**src/rtl/instr_fetch_unit.sv**
```systemverilog
// Instruction fetch unit: 7-bit program counter, 128x16 program ROM with a
// registered read port, and a 16-bit instruction register for the controller.
module instr_fetch_unit (
    input  logic        clk,
    input  logic        reset,
    input  logic        pc_clr,
    input  logic        pc_up,
    input  logic        ir_ld,
    output logic [6:0]  pc_out,
    output logic [15:0] mem_data,
    output logic [15:0] ir_out
);

    // Opcodes in instruction bits [15:12]
    localparam logic [3:0] OP_NOOP  = 4'h0;
    localparam logic [3:0] OP_STORE = 4'h1;
    localparam logic [3:0] OP_LOAD  = 4'h2;
    localparam logic [3:0] OP_ADD   = 4'h3;
    localparam logic [3:0] OP_SUB   = 4'h4;
    localparam logic [3:0] OP_HALT  = 4'h5;

    logic [6:0]  pc_q,  pc_d;
    logic [15:0] mem_q, mem_d;
    logic [15:0] ir_q,  ir_d;

    // Read-only program image; every address past the HALT is a NOOP.
    function automatic logic [15:0] rom_word(input logic [6:0] addr);
        logic [15:0] w;
        case (addr)
            7'd0:    w = {OP_LOAD,  8'd11,  4'd1};   // R1 <- DM[11]
            7'd1:    w = {OP_LOAD,  8'd27,  4'd2};   // R2 <- DM[27]
            7'd2:    w = {OP_LOAD,  8'd6,   4'd3};   // R3 <- DM[6]
            7'd3:    w = {OP_LOAD,  8'd138, 4'd4};   // R4 <- DM[138]
            7'd4:    w = {OP_SUB,   4'd1, 4'd4, 4'd5}; // R5 <- R1 - R4
            7'd5:    w = {OP_SUB,   4'd3, 4'd2, 4'd6}; // R6 <- R3 - R2
            7'd6:    w = {OP_ADD,   4'd5, 4'd6, 4'd0}; // R0 <- R5 + R6
            7'd7:    w = {OP_STORE, 8'd205, 4'd0};   // DM[205] <- R0
            7'd8:    w = {OP_HALT,  12'h000};
            default: w = {OP_NOOP,  12'h000};
        endcase
        return w;
    endfunction

    // Next-state: clear beats increment; increment wraps naturally at 7 bits.
    // ROM data always follows the current PC, one cycle later.
    always_comb begin
        pc_d  = pc_q;
        ir_d  = ir_q;
        mem_d = rom_word(pc_q);
        if (pc_clr)
            pc_d = '0;
        else if (pc_up)
            pc_d = pc_q + 7'd1;
        if (ir_ld)
            ir_d = mem_q;
    end

    // State registers; reset touches PC and IR only, the ROM read keeps tracking.
    always_ff @(posedge clk) begin
        mem_q <= mem_d;
        if (reset) begin
            pc_q <= '0;
            ir_q <= '0;
        end else begin
            pc_q <= pc_d;
            ir_q <= ir_d;
        end
    end

    assign pc_out   = pc_q;
    assign mem_data = mem_q;
    assign ir_out   = ir_q;

endmodule

```
**config.mk**
```make
export PLATFORM = sky130hd
export DESIGN_NAME = instr_fetch_unit
export DESIGN_NICKNAME = d
export VERILOG_FILES = /design/src/rtl/instr_fetch_unit.sv
export SDC_FILE = /design/constraint.sdc
export NUM_CORES = 1
export LEC_CHECK = 0
export BUFFER_PORTS_ARGS = -buffer_cell sky130_fd_sc_hd__buf_2
export CORE_ASPECT_RATIO = 0.75
export CORE_MARGIN = 8
export CORE_UTILIZATION = 50
export DETAILED_ROUTE_END_ITERATION = 8
export PLACE_DENSITY = 0.86
export SKIP_CTS_REPAIR_TIMING = 1
export SLEW_MARGIN = 5
export SYNTH_ARGS = -nofsm -noshare
export SYNTH_HDL_FRONTEND = slang
export SYNTH_SLANG_ARGS = --single-unit
```
**constraint.sdc**
```tcl
create_clock -name clk -period 4.1 [get_ports clk]
set_input_delay 0.41 -clock clk [delete_from_list [all_inputs] [get_ports clk]]
set_output_delay 0.41 -clock clk [all_outputs]
set_load 0.02 [all_outputs]
```
# [Word level (Yosys, flattened, before mapping)]
# Memory sizes are Yosys's and may differ from the RTL's. A register that Yosys moved wholly into a read port is not among the register bits.
# Index checks and enable logic that the tools add are counted.
[totals] in_bits=5 n_memories=1 romBits=224 ff_bits=39 word_cells=8
[classes] n_reduce_logical=3 add_sub_neg=1
[memory_table] memory="(no name shown)" depth=16 width=14 rd=1 rd_clocked_by_memory_dff=1 wr=0 line_no="29" rtl="case (addr)"
[ops] operator="$add A7 B1 Y7 const B" n=1
[ops] operator="$logic_not A3 Y1" n=1
[ops] operator="$reduce_or A2 Y1" n=1
[ops] operator="$logic_not A1 Y1" n=1

# [Depth between registers and ports, before layout]
[depth] ltp_word=2 mapped_depth=5 mapped_depth_nobuf=5

# [Worst setup path before layout]
# Ideal clock, no wire load.
[synth_timing] path_type="flip-flop to flip-flop" start="register pc_q[1] (netlist: pc_out[1])" end="register pc_q[6] (netlist: pc_out[6])" required_time_ps=4030 period_less_slack_ps=1557 path_stages_with_launch=5 arrival_ps=1487 setup_ps=70 slack_ps=2543 cell_sequence="dfxtp_1 ha_1 nand4_1 or3_1 a21oi_1"
[synth_via] elab_chain_len=1
[synth_rtl] element="start: declaration" line_no="22" rtl="logic [6:0] pc_q, pc_d;"
[synth_rtl] element="start signal: assignment" line_no="65" rtl="pc_q <= pc_d;"
[synth_rtl] element="$add A7 B1 Y7" line_no="53" rtl="pc_d = pc_q + 7'd1;"
# Every way passes these cells.
# A chain may end at the register's enable or synchronous reset.

# [Worst setup path in the final report]
[layout_timing] start="register pc_q[2] (netlist: pc_out[2])" end="output port pc_out[2]"
[layout_lines] element="end: declaration" line_no="9" rtl="output logic [6:0] pc_out,"
# No word-level cell between the ends.

==> metrics.cfg <==
[yosys]
synth_async_sr_flop_share = 0
netlist.area_leader.share = 0.5161
synth_edf_count = 0
ys_top_cells_by_area = dfxtp_1, mux2i_1, nor2_1, ha_1, a21oi_1
ys.flop_type = dfxtp_1
syn_inst = 139
synth_top_cell_by_area = dfxtp_1
yosys_warnings = 0
synth.cell_area_um2 = 1358
synth_cell_types = 27
syn-mean-instance-area_um2 = 9.767
synthTopCellsByCount = dfxtp_1, nor2_1, mux2i_1
seq_area_frac_synth = 0.5161
synth-seq-cells = 35
yosysMostFrequentCell = dfxtp_1

[sta]
slew_violations = 0
fin_ws_ns = 2.405
finalSetupViolCount = 0
fin_crit_ns = 1.695
hold_violations = 0
slew_headroom = 0.6209
clock-skew-final_ns = 0.01221
timing.fmax_ghz = 0.5900
rsz0062_at_grt = false
setup-tns-final_ns = 0
timing.final.crit_share = 0.4134
worst_pin_slew_ns = 0.5679

[grt]
overflow = 0
top_usage_layer = met2
grt_max_degree = 20
antenna_found_initial = 0
grt_use_met2 = 0.2105
grt_usage = 0.1228
grt_pass1_wl_mm = 4.512
use_met1 = 0.1232
grtUsageMet3 = 0.05394
grt_pass1_vias = 1047

[die]
die_h_um = 61.13
core_um2 = 2603
die_x_um = 76.17
pin_count = 44
start_util = 0.5216
die-area_um2 = 4656
num_rows = 16

[setup_path]
rr_endpoint = pc_out[6]
slowest_stage = dfxtp_1
path_max_fanout = 19
crit_chain = buf_2
r2r_cells = 4
crit_type = reg -> out
crit_buf_inv = 1
rr_startpoint = pc_out[1]
reg2reg_slack_ns = 2.48
startpoint_type = register
required_ns = 3.69
worstSetupStartpoint = pc_out[2]
arrival_ns = 1.28
cp_top_family = flip-flops
critPathMaxStageDelay_ns = 0.69
setup.worst_path.end_class = output pin

[placed_design]
port_buffers = 39
dp_cells = 206
dp_hpwl_mm = 2.157
place_congestion = 0.7962
dp_slack_ns = 2.517

[power_and_ir_drop]
p_leak_nw = 0.7761
power.total_w = 0.0005715
peakVddDrop_v = 0.0002432
p_per_area_nw_per_um2 = 357.9

[layout]
layout.cells.non_filler = 214
synthToLayoutAreaGrowth_pct = 17.60
nets = 188
antenna_cells = 0
fin_util = 0.6135
drive_gt1_frac = 0.2865

[route]
drc_errors = 0
dr.pass1.iters = 4
routedWlPerCell_um = 13.02
post_drt_via_cell_ratio = 4.743
wl_mm = 2.787
drt_iter0_drc = 31
ant_nets = 0
num_vias = 1015

[clocking]
clock_path_buffers = 2
insertion_delay_ns = 0.33
cts_buffers = 5
htree_levels = 2
cts-root-buf = clkbuf_4
cts_tree = built
cts.clk_slew.worst_paths_ns = 0.10
cts.sinks = 35

[min_path]
min_to = ir_out[8]
hold_path_depth = 2
hold_class = in -> reg
hold_start = reset

[status]
outcome = complete, no violations

[run]
max_cap_violations = 0

worst register-to-register path, stage by stage (launching register included):
cell	delay, ns
dfxtp_1	0.55
ha_1	0.30
nand4_1	0.18
or3_1	0.40
a21oi_1	0.14
cell type report:
type	count	area, um^2
clock buffer	6	41.29
timing repair buffer	39	195.2
clock inverter	2	12.51
inverter	6	22.52
multi-input combinational	90	579.3
fill	234	1006
tap	36	45.04
sequential	35	700.7
metal layers:
metal,vias to the layer above,share of wire
li1,514,-
met1,461,0.43
met2,33,0.48
met3,7,0.073
met4,0,0.021
met5,-,0
through the flow:
stage	area (um^2)	hold WS [ns]
global route	1597	0.4141
floorplan	1369	0.4824
detailed placement	1543	0.4818
global placement	1543	0.4665
CTS	1597	0.3967
finish	1597	0.4068
placed cells by master, fill, tap and decap left out:
cell        instances
a211oi_1            1
clkinvlp_4          1
nand2b_1            1
a21oi_1             8
buf_2              39
nand4_1             2
and2b_2             1
nand3b_1            1
clkinv_2            1
nor2_1             30
o21a_1              1
nand2_1             5
conb_1              4
mux2i_1            16
or2_4               1
clkbuf_1            1
clkbuf_4            5
a211oi_2            1
ha_1                6
or3_1               2
or2_2               1
or3_4               1
inv_1               6
dfxtp_1            35
xor2_1              3
o21ai_0             3
nor2b_1             1
xnor2_1             1
registers in the layout (all words and copies together), names as in the netlist:
name,count
ir_out,14
mem_data,14
pc_out,7
kinds of logic after synthesis:
family,synth area share
flip-flops,0.5161
multiplexers,0.1180
buffers and inverters,0.06543
other,0.002762
AND/OR/NAND/NOR,0.1558
adder cells (fa/ha/maj),0.05530
XOR/XNOR,0.02581
AO/OA/AOI/OAI,0.06083
report_power, final:
| part | internal (W) | leakage (nW) | total (W) | switching [W] |
|---|---|---|---|---|
| logic | 0.0000160 | 0.463 | 0.0000458 | 0.0000299 |
| registers | 0.000347 | 0.285 | 0.000353 | 0.00000526 |
| clock network | 0.0000661 | 0.0282 | 0.000173 | 0.000107 |
| total | 0.000429 | 0.776 | 0.000571 | 0.000142 |
how the worst max path moves through the flow:
stage	to	slack [ns]	cells past startpoint
floorplan	pc_out[6]	2.54	4
global placement	pc_out[6]	2.61	4
detailed placement	pc_out[6]	2.52	4
CTS	pc_out[2]	2.41	1
global route	pc_out[2]	2.32	1
finish	pc_out[2]	2.41	1
(Power assumes the default switching activity.)
